===== config.mk =====
export PLATFORM = sky130hd
export DESIGN_NAME = imm_extend_pipe_flat
export DESIGN_NICKNAME = d
export VERILOG_FILES = /design/src/rtl/imm_extend_pipe_if.sv /design/src/rtl/imm_extend_pipe.sv /design/src/flat_wrapper.sv
export SDC_FILE = /design/constraint.sdc
export NUM_CORES = 1
export LEC_CHECK = 0
export ABC_AREA = 1
export BUFFER_PORTS_ARGS = -buffer_cell sky130_fd_sc_hd__buf_2
export CAP_MARGIN = 30
export CORE_UTILIZATION = 50
export DETAILED_ROUTE_END_ITERATION = 12
export GPL_TIMING_DRIVEN = 0
export PLACE_DENSITY = 0.74
export SLEW_MARGIN = 20
export SYNTH_ARGS = -nofsm -noshare
export SYNTH_HDL_FRONTEND = slang
export SYNTH_SLANG_ARGS = --single-unit

===== constraint.sdc =====
create_clock -name clk -period 3.45 [get_ports clk]
set_input_delay 0.345 -clock clk [delete_from_list [all_inputs] [get_ports clk]]
set_output_delay 0.345 -clock clk [all_outputs]
set_load 0.05 [all_outputs]

===== src/rtl/imm_extend_pipe_if.sv =====
// rtl/imm_extend_pipe_if.sv - decode-side and execute-side handshake bundle for imm_extend_pipe
interface imm_extend_pipe_if #(
    parameter int IMM_W = 16,
    parameter int OUT_W = 32,
    parameter int TAG_W = 5
);
    logic             in_valid;
    logic             in_ready;
    logic [IMM_W-1:0] in_imm;
    logic [1:0]       in_mode;
    logic [TAG_W-1:0] in_tag;
    logic             out_valid;
    logic             out_ready;
    logic [OUT_W-1:0] out_data;
    logic [TAG_W-1:0] out_tag;

    modport master (
        output in_valid, in_imm, in_mode, in_tag, out_ready,
        input  in_ready, out_valid, out_data, out_tag
    );

    modport slave (
        input  in_valid, in_imm, in_mode, in_tag, out_ready,
        output in_ready, out_valid, out_data, out_tag
    );
endinterface


===== src/rtl/imm_extend_pipe.sv =====
// rtl/imm_extend_pipe.sv - registered immediate extension stage with 2-entry skid buffer; IMM_EXT_OVF_EN adds out_ovf
module imm_extend_pipe #(
    parameter int IMM_W = 16,
    parameter int OUT_W = 32,
    parameter int TAG_W = 5
) (
    input  logic             clk,
    input  logic             rst_n,
    imm_extend_pipe_if.slave bus,
    output logic [1:0]       occupancy
`ifdef IMM_EXT_OVF_EN
    ,
    output logic             out_ovf
`endif
);
    localparam int S = OUT_W - IMM_W;

    logic [OUT_W-1:0] se;
    logic [OUT_W-1:0] ext_data;
    logic             out_valid_q;
    logic [OUT_W-1:0] out_data_q;
    logic [TAG_W-1:0] out_tag_q;
    logic             skid_valid;
    logic [OUT_W-1:0] skid_data;
    logic [TAG_W-1:0] skid_tag;
    logic             accept;
    logic             emit;
`ifdef IMM_EXT_OVF_EN
    logic [OUT_W+1:0] prod;
    logic             ext_ovf;
    logic             out_ovf_q;
    logic             skid_ovf;
`endif

    always_comb begin
        se = {OUT_W{bus.in_imm[IMM_W-1]}};
        se[IMM_W-1:0] = bus.in_imm;
`ifdef IMM_EXT_OVF_EN
        // Branch offset computed two bits wider so the lost high bits can be inspected.
        prod    = {se[OUT_W-1], se[OUT_W-1], se} << 2;
        ext_ovf = (bus.in_mode == 2'b11) &&
                  ((prod[OUT_W+1] != prod[OUT_W-1]) || (prod[OUT_W] != prod[OUT_W-1]));
`endif
        case (bus.in_mode)
            2'b00:   ext_data = OUT_W'(bus.in_imm);
            2'b01:   ext_data = se;
            2'b10:   ext_data = OUT_W'(bus.in_imm) << S;
            default: ext_data = se << 2;
        endcase
    end

    assign accept = bus.in_valid & ~skid_valid;
    assign emit   = out_valid_q & bus.out_ready;

    always_ff @(posedge clk) begin
        if (!rst_n) begin
            out_valid_q <= 1'b0;
            out_data_q  <= '0;
            out_tag_q   <= '0;
            skid_valid  <= 1'b0;
            skid_data   <= '0;
            skid_tag    <= '0;
`ifdef IMM_EXT_OVF_EN
            out_ovf_q   <= 1'b0;
            skid_ovf    <= 1'b0;
`endif
        end else if (skid_valid && emit) begin
            out_data_q <= skid_data;
            out_tag_q  <= skid_tag;
            skid_valid <= 1'b0;
`ifdef IMM_EXT_OVF_EN
            out_ovf_q  <= skid_ovf;
`endif
        end else if ((!out_valid_q || emit) && accept) begin
            out_valid_q <= 1'b1;
            out_data_q  <= ext_data;
            out_tag_q   <= bus.in_tag;
`ifdef IMM_EXT_OVF_EN
            out_ovf_q   <= ext_ovf;
`endif
        end else if (accept) begin
            // Output register is stalled: park the new entry behind it.
            skid_valid <= 1'b1;
            skid_data  <= ext_data;
            skid_tag   <= bus.in_tag;
`ifdef IMM_EXT_OVF_EN
            skid_ovf   <= ext_ovf;
`endif
        end else if (emit) begin
            out_valid_q <= 1'b0;
        end
    end

    assign bus.in_ready  = ~skid_valid;
    assign bus.out_valid = out_valid_q;
    assign bus.out_data  = out_data_q;
    assign bus.out_tag   = out_tag_q;
    assign occupancy     = {1'b0, out_valid_q} + {1'b0, skid_valid};
`ifdef IMM_EXT_OVF_EN
    assign out_ovf       = out_ovf_q;
`endif
endmodule


===== src/flat_wrapper.sv =====
// flat-port wrapper written by rule: the top's interface ports become plain ports
module imm_extend_pipe_flat 
#(
    parameter int IMM_W = 16,
    parameter int OUT_W = 32,
    parameter int TAG_W = 5
)
  (clk, rst_n, occupancy, bus_in_valid, bus_in_imm, bus_in_mode, bus_in_tag, bus_out_ready, bus_in_ready, bus_out_valid, bus_out_data, bus_out_tag);
  imm_extend_pipe_if #(.IMM_W(IMM_W), .OUT_W(OUT_W), .TAG_W(TAG_W)) bus_i ();
  input  logic clk;
  input  logic rst_n;
  output logic [1:0] occupancy;
  input wire logic [$bits(bus_i.in_valid)-1:0] bus_in_valid;
  input wire logic [$bits(bus_i.in_imm)-1:0] bus_in_imm;
  input wire logic [$bits(bus_i.in_mode)-1:0] bus_in_mode;
  input wire logic [$bits(bus_i.in_tag)-1:0] bus_in_tag;
  input wire logic [$bits(bus_i.out_ready)-1:0] bus_out_ready;
  output wire logic [$bits(bus_i.in_ready)-1:0] bus_in_ready;
  output wire logic [$bits(bus_i.out_valid)-1:0] bus_out_valid;
  output wire logic [$bits(bus_i.out_data)-1:0] bus_out_data;
  output wire logic [$bits(bus_i.out_tag)-1:0] bus_out_tag;
  assign bus_i.in_valid = bus_in_valid;
  assign bus_i.in_imm = bus_in_imm;
  assign bus_i.in_mode = bus_in_mode;
  assign bus_i.in_tag = bus_in_tag;
  assign bus_i.out_ready = bus_out_ready;
  assign bus_in_ready = bus_i.in_ready;
  assign bus_out_valid = bus_i.out_valid;
  assign bus_out_data = bus_i.out_data;
  assign bus_out_tag = bus_i.out_tag;
  imm_extend_pipe #(.IMM_W(IMM_W), .OUT_W(OUT_W), .TAG_W(TAG_W)) u_core (.clk(clk), .rst_n(rst_n), .bus(bus_i), .occupancy(occupancy));
endmodule

# ---- Word-level counts from Yosys, hierarchy flattened
# Cells that the tools add are included.
dict set report classes {
  add_sub_neg 1
  bitwise_logic 6
  n_reduce_logical 11
  muxes 8
  eq_ne 3
}
# operator n
set op_table {}
lappend op_table {{$pmux 32 s3} 1}
lappend op_table {{$mux 32} 2}
lappend op_table {{$mux 5} 2}
lappend op_table {{$reduce_and 3->1} 2}
lappend op_table {{$not 1->1} 4}
lappend op_table {{$reduce_bool 2->1} 2}
lappend op_table {{$mux 1} 3}
lappend op_table {{$add 1x1->2} 1}
lappend op_table {{$and 1x1->1} 2}
lappend op_table {{$eq 2x1->1 const B} 1}
lappend op_table {{$eq 2x2->1 const B} 1}
lappend op_table {{$logic_and 1x1->1} 2}
lappend op_table {{$logic_not 2->1} 1}
lappend op_table {{$ne 2x2->1 const B} 1}
lappend op_table {{$reduce_and 2->1} 1}
lappend op_table {{$reduce_or 2->1} 1}
lappend op_table {{$logic_not 1->1} 1}
lappend op_table {{$logic_or 1x1->1} 1}
dict set report totals {
  output_inout_bits 41
  elab_cells 35
  regBits 76
  in_bits 27
}

# ---- Logic depth before layout (Yosys ltp)
dict set report depth {
  depth_word 5
  mapped_depth 9
}

# ---- Worst setup path before layout
# OpenSTA, ideal clock, no wires.
dict set report synth_path {
  path_kind {register to output}
  from {register u_core.out_valid_q, in the netlist u_core.bus.out_valid}
  to {output port occupancy[1]}
  t_required_ps 3105
  path_stages_with_launch 2
  path_slack_ps 1853
  arrival_time_ps 1252
  cell_sequence {dfxtp_1 ha_1}
}
dict set report synth_between {
  elab_chain_cells 1
}
# item line_no
set synth_rtl {}
lappend synth_rtl {{start: declaration} imm_extend_pipe.sv:20} ;# logic out_valid_q;
lappend synth_rtl {{start signal: assignment} imm_extend_pipe.sv:57} ;# out_valid_q <= 1'b0;
lappend synth_rtl {{start signal: assignment} imm_extend_pipe.sv:75} ;# out_valid_q <= 1'b1;
lappend synth_rtl {{start signal: assignment} imm_extend_pipe.sv:90} ;# out_valid_q <= 1'b0;
lappend synth_rtl {{$add 1x1->2} imm_extend_pipe.sv:98} ;# assign occupancy = {1'b0, out_valid_q} + {1'b0, skid_valid};
lappend synth_rtl {{end: declaration} flat_wrapper.sv:12} ;# output logic [1:0] occupancy;
# No other way between the ends.

# ---- Worst setup path in the final report
dict set report layout_path {
  from {register u_core.out_valid_q, in the netlist u_core.bus.out_valid}
  to {output port occupancy[0]}
}
# The elaborated chain is that of the path after synthesis.

==> impl_summary.md <==
Critical path
The critical path goes through ha_1 -> buf_2. The number of buffers and inverters on the critical path is 1. The number of cells on the critical path is 2. The largest individual stage delay along the critical path comes from the cell dfxtp_1. The worst setup path is of the reg2out kind. The startpoint type of the worst setup path is a register.

The largest fanout on the critical path is 6. The launching element of the worst setup path is u_core.bus.out_valid. In this run the critical register-to-register path is launched from u_core.bus.out_valid.

For the worst setup path, the data arrival time is about 1300 ps. The top cell family by delay on the critical path is flip-flops. The reg-to-reg setup timing slack is between 1500 and 2000 ps. The capture point of the worst path is occupancy[0]. For the worst flop-to-flop path, the logic depth is 7. The end of the worst register-to-register path is u_core.bus.out_data[12]. At the worst endpoint, the required time is 3110 ps. In this design, the stage delay of the slowest critical-path cell is around 460 ps. The sort of element at the end of the critical path is an output pin.

STA
After routing, the total negative slack on setup checks comes to 0 ps. The maximum clock frequency is roughly 610 MHz. Measured against its own limit, the worst slew margin works out to between 60% and 70%. The final max-slew violation count is 0. At the pin with the least slew margin, the transition time is about 530 ps. Setup repair after global routing left no endpoint under its margin.

The post-route clock period utilization is approximately 48%. The final hold violation count was 0. Setup violations remaining at the end of the flow were counted as 0. After layout, the minimum clock period comes to between 1500 and 2000 ps. The clock skew is between 7 and 8 ps.

Synthesis
Among all cell types in the netlist, the one instantiated most often is nand2_1. The synthesized design contains 0 enable-type register cells. In this run the cell area of the synthesized design comes to about 3900 um2. The cell type with the highest aggregate area in the netlist is dfxtp_1.

For this run, the number of Yosys warnings is 0. After synthesis the netlist holds a flip-flop and latch count of 76. The dominant register cell in the synthesized netlist is dfxtp_1. Synthesis produced a netlist whose cell count is around 620. For this run, the register share of the synthesized area comes to 39.2%.

The commonest cells after synthesis are nand2_1, nor2_1, dfxtp_1, inv_1, nand3_1. The proportion of synthesized flip-flops having asynchronous set or reset is 0%. Ranked by total cell area, the synthesized netlist is headed by dfxtp_1, nand2_1, nor2_1. The count of different cell masters after synthesis is 20.

The number of nets in the synthesized netlist is around 650. The synthesized area divided by synthesized cell count is ~6.2 um2. Summed over its instances, the top area cell type makes up approximately 40% of the synthesized netlist area.

Pwr
In this run the static leakage power is 2.26 nW. The internal power of the cells is about 0.0014 W. Of the total power, the clock network draws approximately a third.

The fraction of power spent switching nets is roughly 34%. The highest ir drop seen on vdd is 0.255 mV. The power share of the sequential group is approximately 44%. The share of power burned in combinational logic is 23.6%. Dividing total power by cell area gives a power density of 479 nW/um2. In this run the power spent charging and discharging nets is 0.000736 W.

Routing
The sum of routed wire segments on met1 is 4660 um. The average wire per standard cell is 12.9 um. The detailed-route DRC error count is 0. The routed wire length on met3 is 702 um. The detail route stage leaves a number of antenna-violating nets equal to 0. The detailed route wirelength on metal2 is around 4700 um. After detailed routing, the total wire length is roughly 10000 um. The count of TritonRoute iterations in the first routing pass is 5. The highest layer touched by signal routing is met4. The number of vias after detailed routing is 4069. The DRC marker count from the first detailed-route iteration is around 250.

The mean number of vias per cell is between 5 and 6.

Global routing
The number of antenna violations at the first check in global routing is 0. The combined global-route utilization of all metal layers is about a quarter. The total overflow left after global routing is 0. The global-route wire length before repair is between 15000 and 20000 um.

The number of global-route vias before repair is ~3700. The maximum number of pins on one net before global-route repair is 13.

Hold path
The hold path depth is 3. The min-delay analysis places its worst path in the category in2reg.

Finish
The layout has 737 filler cells. The register area is 1520 um2. The repair_antennas step left the layout with diodes totalling 0. The area of the multi-input gates is about 1900 um2. The net count of the finished layout is just over 700. With fillers left out, the area of the finished cells amounts to around 4500 um2. The share of post-route cells with drive strength above 1 is 17.5%. The area growth from synthesis to layout is 16.5%.

Floorplanning
For this design the top-level I/O count stands at 68. The die covers around 8100 um2. The floorplan step set the die height to roughly 90 um. The core outline area is 7370 um2. The die is ~90 um wide. The floorplan has 31 rows. The initial utilization of the core area, before any placement, comes to a little over half.

Flow run
The number of max-capacitance violations reported is 0.

CTS
The number of buffers added by the clock tree synthesis step is 9. Once the clock tree was built, the resizer swapped 0 gates to a different size. The clock drives 76 sinks. The clock-pin transition on the worst setup and hold timing paths is roughly 80 ps. In this run, post-CTS hold repair placed 0 buffers. The number of H-tree levels is 3. The master cell of the clock root buffer is clkbuf_8. The clock latency on the worst-skew pair is roughly 360 ps. The post-CTS setup repair buffer count is 0. The TritonCTS clock tree is yes. The number of buffers on the longest clock path is 2.

Placement
After legalization and detailed placement, the total HPWL measured 7710 um. During placement, the flow inserted port buffers numbering 64. The congestion estimate from routability-driven global placement came to approximately 0.87. The placed instance area is 4320 um2.

Status
The flow ran to the end, and the final reports show no timing, DRC or antenna violations.
-- worst register-to-register path, cell delays in order, from the launching register on --
cell	delay [ps]
dfxtp_1	380
nand2_1	190
nand2_2	160
nand2_1	120
buf_2	260
nand2_1	100
nor2_1	140
nor2_1	60
-- layout make-up --
class	instances	share of cell area, %
Timing Repair Buffer	64	7.09
Clock inverter	4	1.08
Tap cell	99	2.74
Multi-Input combinational cell	439	41.7
Clock buffer	12	3.21
Sequential cell	76	33.7
Inverter	68	5.65
Buffer	41	4.82
-- power by group through the flow --
stage | Sequential [W] | Combinational [W] | Clock, W
3_3_place_gp | 0.000978 | 0.000500 | 0
2_1_floorplan | 0.00113 | 0.000235 | 0
4_1_cts | 0.000960 | 0.000509 | 0.000694
6_report | 0.000960 | 0.000510 | 0.000692
3_5_place_dp | 0.000981 | 0.000506 | 0
5_1_grt | 0.000968 | 0.000557 | 0.000732
-- state kept, by name (all words and copies together), names as in the netlist --
| signal | count |
|---|---|
| u_core.bus.out_valid | 1 |
| u_core.skid_valid | 1 |
| u_core.skid_tag | 5 |
| u_core.bus.out_data | 32 |
| u_core.skid_data | 32 |
| u_core.bus.out_tag | 5 |
-- kinds of logic after synthesis --
logic type,count (synthesis),synth area share (%)
simple gates,360,37.4
flops,76,39.2
compound gates,78,10.8
buf+inv,109,12.2
fa+ha+maj,1,0.323
-- worst min-delay path by stage --
stage	startpoint	end	slack (ps)
6_report	bus_in_tag[3]	u_core.skid_tag[3]	280
5_1_grt	bus_in_tag[1]	u_core.skid_tag[1]	310
4_1_cts	bus_in_tag[3]	u_core.skid_tag[3]	280
3_5_place_dp	u_core.skid_tag[1]	u_core.skid_tag[1]	450
3_3_place_gp	u_core.skid_tag[4]	u_core.skid_tag[4]	440
2_1_floorplan	u_core.skid_tag[0]	u_core.skid_tag[0]	430
-- layout by cell type (no fill, tap or decap), types with 3 or more instances in the layout --
cell type,count
a21oi_1,45
a21oi_2,7
buf_2,88
buf_6,4
clkbuf_1,13
clkbuf_8,10
dfxtp_1,76
inv_1,65
inv_2,3
nand2_1,179
nand2_2,3
nand3_1,62
nor2_1,113
o21ai_0,24
-- through the flow --
step,setup slack [ps],utilization (%),std cells,power (W),hold slack [ps]
after global placement,1920,58.6,787,0.00148,439
final,1800,61.3,803,0.00216,282
after floorplan,1850,-,624,0.00136,430
after CTS,1810,61.3,803,0.00216,285
after global routing,1760,61.3,803,0.00226,310
after detailed placement,1870,58.6,787,0.00149,446
-- metal layers --
metal / track usage (%) / vias to the layer above
li1: - / 2071
met1: 34.4 / 1833
met2: 43.1 / 141
met3: 4.57 / 24
met4: 11.6 / 0
met5: 0 / -
(Power assumes the default switching activity.)
